--- config.mk ---
export PLATFORM = sky130hd
export DESIGN_NAME = uart_rx_fifo
export DESIGN_NICKNAME = d
export VERILOG_FILES = /design/src/rtl/uart_rx_fifo.sv
export SDC_FILE = /design/constraint.sdc
export NUM_CORES = 1
export LEC_CHECK = 0
export ABC_CLOCK_PERIOD_IN_PS = 2120
export CAP_MARGIN = 20
export CORE_ASPECT_RATIO = 1.75
export CORE_MARGIN = 2
export CORE_UTILIZATION = 54
export CTS_CLUSTER_SIZE = 28
export DETAILED_ROUTE_END_ITERATION = 8
export GPL_TIMING_DRIVEN = 0
export PLACE_DENSITY_LB_ADDON = 0.1
export REMOVE_ABC_BUFFERS = 1
export SYNTH_ARGS = -nofsm -noshare
export SYNTH_HDL_FRONTEND = slang
export SYNTH_SLANG_ARGS = --single-unit
--- constraint.sdc ---
create_clock -name clk -period 2.12 [get_ports clk]
set_input_delay 0.424 -clock clk [delete_from_list [all_inputs] [get_ports clk]]
set_output_delay 0.424 -clock clk [all_outputs]
set_load 0.02 [all_outputs]
--- src/rtl/uart_rx_fifo.sv ---
// Receive buffer behind the UART receiver: captures each byte on the
// receiver's done pulse into a circular FIFO and presents the oldest byte
// first-word-fall-through. Tracks occupancy, almost-full and a sticky
// overrun flag for bytes dropped while the buffer was full.
module uart_rx_fifo #(
  parameter int DEPTH_LOG2 = 4,
  parameter int AF_LEVEL   = 12
) (
  input  logic                  clk,
  input  logic                  reset,
  input  logic                  rx_done_tick,
  input  logic [7:0]            din,
  input  logic                  rd,
  input  logic                  clr_ovf,
  output logic [7:0]            dout,
  output logic                  empty,
  output logic                  full,
  output logic                  almost_full,
  output logic [DEPTH_LOG2:0]   count,
  output logic                  overrun
);

  localparam int DEPTH = 2 ** DEPTH_LOG2;
  localparam logic [DEPTH_LOG2:0] FULL_COUNT = (DEPTH_LOG2 + 1)'(DEPTH);
  localparam logic [DEPTH_LOG2:0] AF_COUNT   = (DEPTH_LOG2 + 1)'(AF_LEVEL);

  logic [7:0]            mem [DEPTH];
  logic [DEPTH_LOG2-1:0] wr_ptr_reg, wr_ptr_next;
  logic [DEPTH_LOG2-1:0] rd_ptr_reg, rd_ptr_next;
  logic [DEPTH_LOG2:0]   count_reg, count_next;
  logic                  overrun_reg, overrun_next;
  logic                  wr_acc, rd_acc, drop;

  // Flags come straight from the registered count so they move together.
  assign empty       = (count_reg == '0);
  assign full        = (count_reg == FULL_COUNT);
  assign almost_full = (count_reg >= AF_COUNT);
  assign count       = count_reg;
  assign overrun     = overrun_reg;

  // Head byte is read combinationally from the array; forced to zero when empty.
  assign dout = empty ? 8'h00 : mem[rd_ptr_reg];

  // Acceptance decisions and next-state values for pointers, count and overrun.
  always_comb begin
    rd_acc       = rd & ~empty;
    // A pop in the same cycle frees a slot, so a full FIFO can still take a byte.
    wr_acc       = rx_done_tick & (~full | rd_acc);
    drop         = rx_done_tick & ~wr_acc;
    wr_ptr_next  = wr_acc ? wr_ptr_reg + 1'b1 : wr_ptr_reg;
    rd_ptr_next  = rd_acc ? rd_ptr_reg + 1'b1 : rd_ptr_reg;
    count_next   = count_reg;
    unique case ({wr_acc, rd_acc})
      2'b10:   count_next = count_reg + 1'b1;
      2'b01:   count_next = count_reg - 1'b1;
      default: count_next = count_reg;
    endcase
    // A new drop takes priority over a clear request in the same cycle.
    overrun_next = overrun_reg;
    if (drop)
      overrun_next = 1'b1;
    else if (clr_ovf)
      overrun_next = 1'b0;
  end

  // Storage write; contents are not cleared by reset, only the pointers are.
  always_ff @(posedge clk) begin
    if (wr_acc && !reset)
      mem[wr_ptr_reg] <= din;
  end

  // Pointer, occupancy and overrun registers.
  always_ff @(posedge clk) begin
    if (reset) begin
      wr_ptr_reg  <= '0;
      rd_ptr_reg  <= '0;
      count_reg   <= '0;
      overrun_reg <= 1'b0;
    end else begin
      wr_ptr_reg  <= wr_ptr_next;
      rd_ptr_reg  <= rd_ptr_next;
      count_reg   <= count_next;
      overrun_reg <= overrun_next;
    end
  end

endmodule

==> results.py <==
metrics = {
    "critical_path": {
        "path_buf_inv": 2,
        "cp_cell_sequence": "buf_12 > mux4_2 > nor2b_1 > a211oi_2 > a211oi_1 > buf_2",
        "cpLargestDelayFamily": "multiplexers",
        "path_class": "reg2out",
        "critPathSlowestCell": "mux4_2",
        "max_stage_delay_ps": 490,
        "crit_cells": 6,
        "crit_path_start_kind": "flip-flop",
        "critPathRequiredTime_ps": 1700,
        "worstPathArrival_ps": 2140,
        "crit_fanout": 6,
        "r2r.worst_path.cells": 9,
        "cp-end-kind": "output pin",
    },
    "cts": {
        "clock_sinks": 146,
        "insertion_delay_ps": 410,
        "clkTransAtPathRegs_ps": 60,
        "clk_path_buf_depth": 2,
        "htreeDepth": 4,
        "numCtsBuffers": 17,
        "cts_tree": "yes",
        "ctsRootBufferMaster": "clkbuf_16",
        "cts_hold_buf": 0,
    },
    "worst_hold_path": {
        "holdCritPathClass": "reg2reg",
        "min_path_cells": 2,
    },
    "final_layout": {
        "syn2layout_area_growth_pct": 28.6,
        "largest_register_ffs": 128,
        "fin_util": 0.717,
        "fillers": 689,
        "final_cell_mix": "128 x edfxtp_1, 32 x mux4_2, 22 x buf_4",
        "nNetsFinal": 427,
        "drive_above_1_share": 0.409,
        "diodes": 0,
        "layout_commonest_cell": "edfxtp_1",
        "fin_cells": 548,
    },
    "die": {
        "core-area_sq_mm": 0.0108,
        "initial_utilization": 0.557,
        "dieWidth_um": 83.7,
        "dieArea_sq_mm": 0.0120,
        "io_pins": 30,
        "die_y_um": 143,
        "row_count": 50,
    },
    "global_routing": {
        "overflow": 0,
        "grt_max_degree": 22,
        "track_usage": 0.226,
        "first_global_vias": 3507,
        "grt_pass1_wl_um": 19600,
        "grt_antenna_before_repair": 0,
    },
    "sta": {
        "layout_setup_ws_ps": -446,
        "clock_skew_ps": 7.38,
        "slew-limit-headroom": 0.364,
        "period_needed_ps": 2570,
        "tightest_slew_ps": 953,
        "timing.setup.tns_ps": -3840,
        "fin_crit_sh": 1.21,
        "finalSetupViolations": 14,
        "drv_slew": 0,
        "hold_viol": 0,
        "timing.fmax_mhz": 390,
        "rsz0062_at_grt": "true",
    },
    "route": {
        "post_drt_wl_per_cell_um": 23.3,
        "vias": 3323,
        "ant_nets": 0,
        "wl_um": 12800,
        "route.detailed.drc": 0,
        "viasPerCell": 6.06,
        "drtIter0Drc": 215,
        "first_pass_iters": 4,
    },
    "outcome": {
        "status": "finished, violations left",
        "violations": "negative setup slack",
    },
    "placement": {
        "gp_congestion": 0.736,
        "port_buffers": 29,
        "place_inst": 485,
        "dp_hpwl_um": 7590,
    },
    "flow_run": {
        "drv_cap": 0,
    },
    "yosys": {
        "yosys_register_bits": 146,
        "synth_warnings": 0,
        "postSynthAreaPerCell_sq_um": 17.5,
        "seq_area_frac_synth": 0.701,
        "synth.distinct_cells": 42,
        "synth_top_cell_by_area": "edfxtp_1",
        "synth_top_area_share": 0.641,
        "synthCells": 342,
        "synthTopCellsByArea": "edfxtp_1 64%, mux4_2 12%, dfxtp_1 6.0%, a211oi_1 2.3%, nor2_1 2.1%",
        "syn_area_sq_mm": 0.00600,
    },
    "pwr": {
        "power_mw": 9.48,
        "ir_worst_vdd_v": 0.00104,
        "p_leak_nw": 2.54,
        "powerDensity_mw_per_mm2": 1230,
    },
}
## routing by layer
layer  part of all wire  vias to the layer above  GRT usage
met1               0.36                     1741      0.242
met2               0.59                       83      0.423
met5                  0                        -          0
li1                   -                     1485          -
met4              0.017                        0     0.0866
met3              0.033                       14     0.0580
## logic make-up after synthesis
group / synth area share
XOR/XNOR: 0.0102
flip-flops: 0.701
adder cells (fa/ha/maj): 0.0200
AO/OA/AOI/OAI: 0.0470
AND/OR/NAND/NOR: 0.0586
buffers and inverters: 0.0209
multiplexers: 0.142
## cells in the mapped netlist, drive strengths merged
| library cell | number |
|---|---|
| a211oi | 18 |
| a21oi | 3 |
| a31oi | 2 |
| a32oi | 1 |
| and4 | 1 |
| buf | 11 |
| clkbuf | 8 |
| dfxtp | 18 |
| edfxtp | 128 |
| fa | 1 |
| ha | 8 |
| inv | 9 |
| mux2 | 1 |
| mux2i | 12 |
| mux4 | 32 |
| nand2 | 6 |
| nand2b | 2 |
| nand3 | 4 |
| nand3b | 1 |
| nand4 | 2 |
| nor2 | 34 |
| nor2b | 12 |
| nor3 | 4 |
| nor3b | 1 |
| nor4 | 1 |
| o211ai | 2 |
| o21a | 1 |
| o21ai | 5 |
| o22ai | 1 |
| o311a | 1 |
| o311ai | 1 |
| o31a | 1 |
| or3 | 2 |
| or4 | 1 |
| xnor2 | 4 |
| xor2 | 3 |
## cell type report
cell class / count / area (sq um) / share of cell area
clock buffers: 22 / 539 / 0.0699
repair buffers: 63 / 673 / 0.0873
inverters: 9 / 38.8 / 0.00503
multi-input cells: 168 / 1990 / 0.258
clock inverters: 10 / 80.1 / 0.0104
well taps: 130 / 163 / 0.0211
flip-flops and latches: 146 / 4230 / 0.549
## repair_timing
action	CTS	global route
pin swaps	24	12
endpoints found under the hold margin	0	0
setup buffers	22	9
cloned	3	0
setup endpoints to repair	143	142
gates resized for setup	135	27
## path summary, 6_finish.rpt
| path | startpoint | to | slack, ps |
|---|---|---|---|
| setup / recovery | flip-flop | dout[6] | -450 |
| setup reg to reg | count[2]$_SDFFE_PP0P_ | count[4]$_SDFFE_PP0P_ | -250 |
| hold / removal | overrun$_SDFFE_PP0P_ | overrun$_SDFFE_PP0P_ | 500 |
| hold reg to reg | overrun$_SDFFE_PP0P_ | overrun$_SDFFE_PP0P_ | 500 |
## per-stage QoR
step | setup WS [ps] | instance area [sq um] | hold slack, ps
6_report | -446 | 7710 | 502
5_1_grt | -519 | 7710 | 526
4_1_cts | -453 | 7570 | 499
3_5_place_dp | -1040 | 6430 | 481
3_3_place_gp | -1910 | 6360 | 482
2_1_floorplan | -698 | 5900 | 490
## tightest hold or removal path, cell delays in order (launching register included)
cell and delay, ps:
dfxtp_1 330, a32oi_1 60, nor2_1 80
## where the power goes
part	internal [mW]	total [mW]	switching, mW
logic	1.56	3.08	1.52
registers	3.26	3.39	0.136
clock network	1.83	3.00	1.17
total	6.65	9.48	2.83
Note: power is estimated with default switching activity, not from simulation.
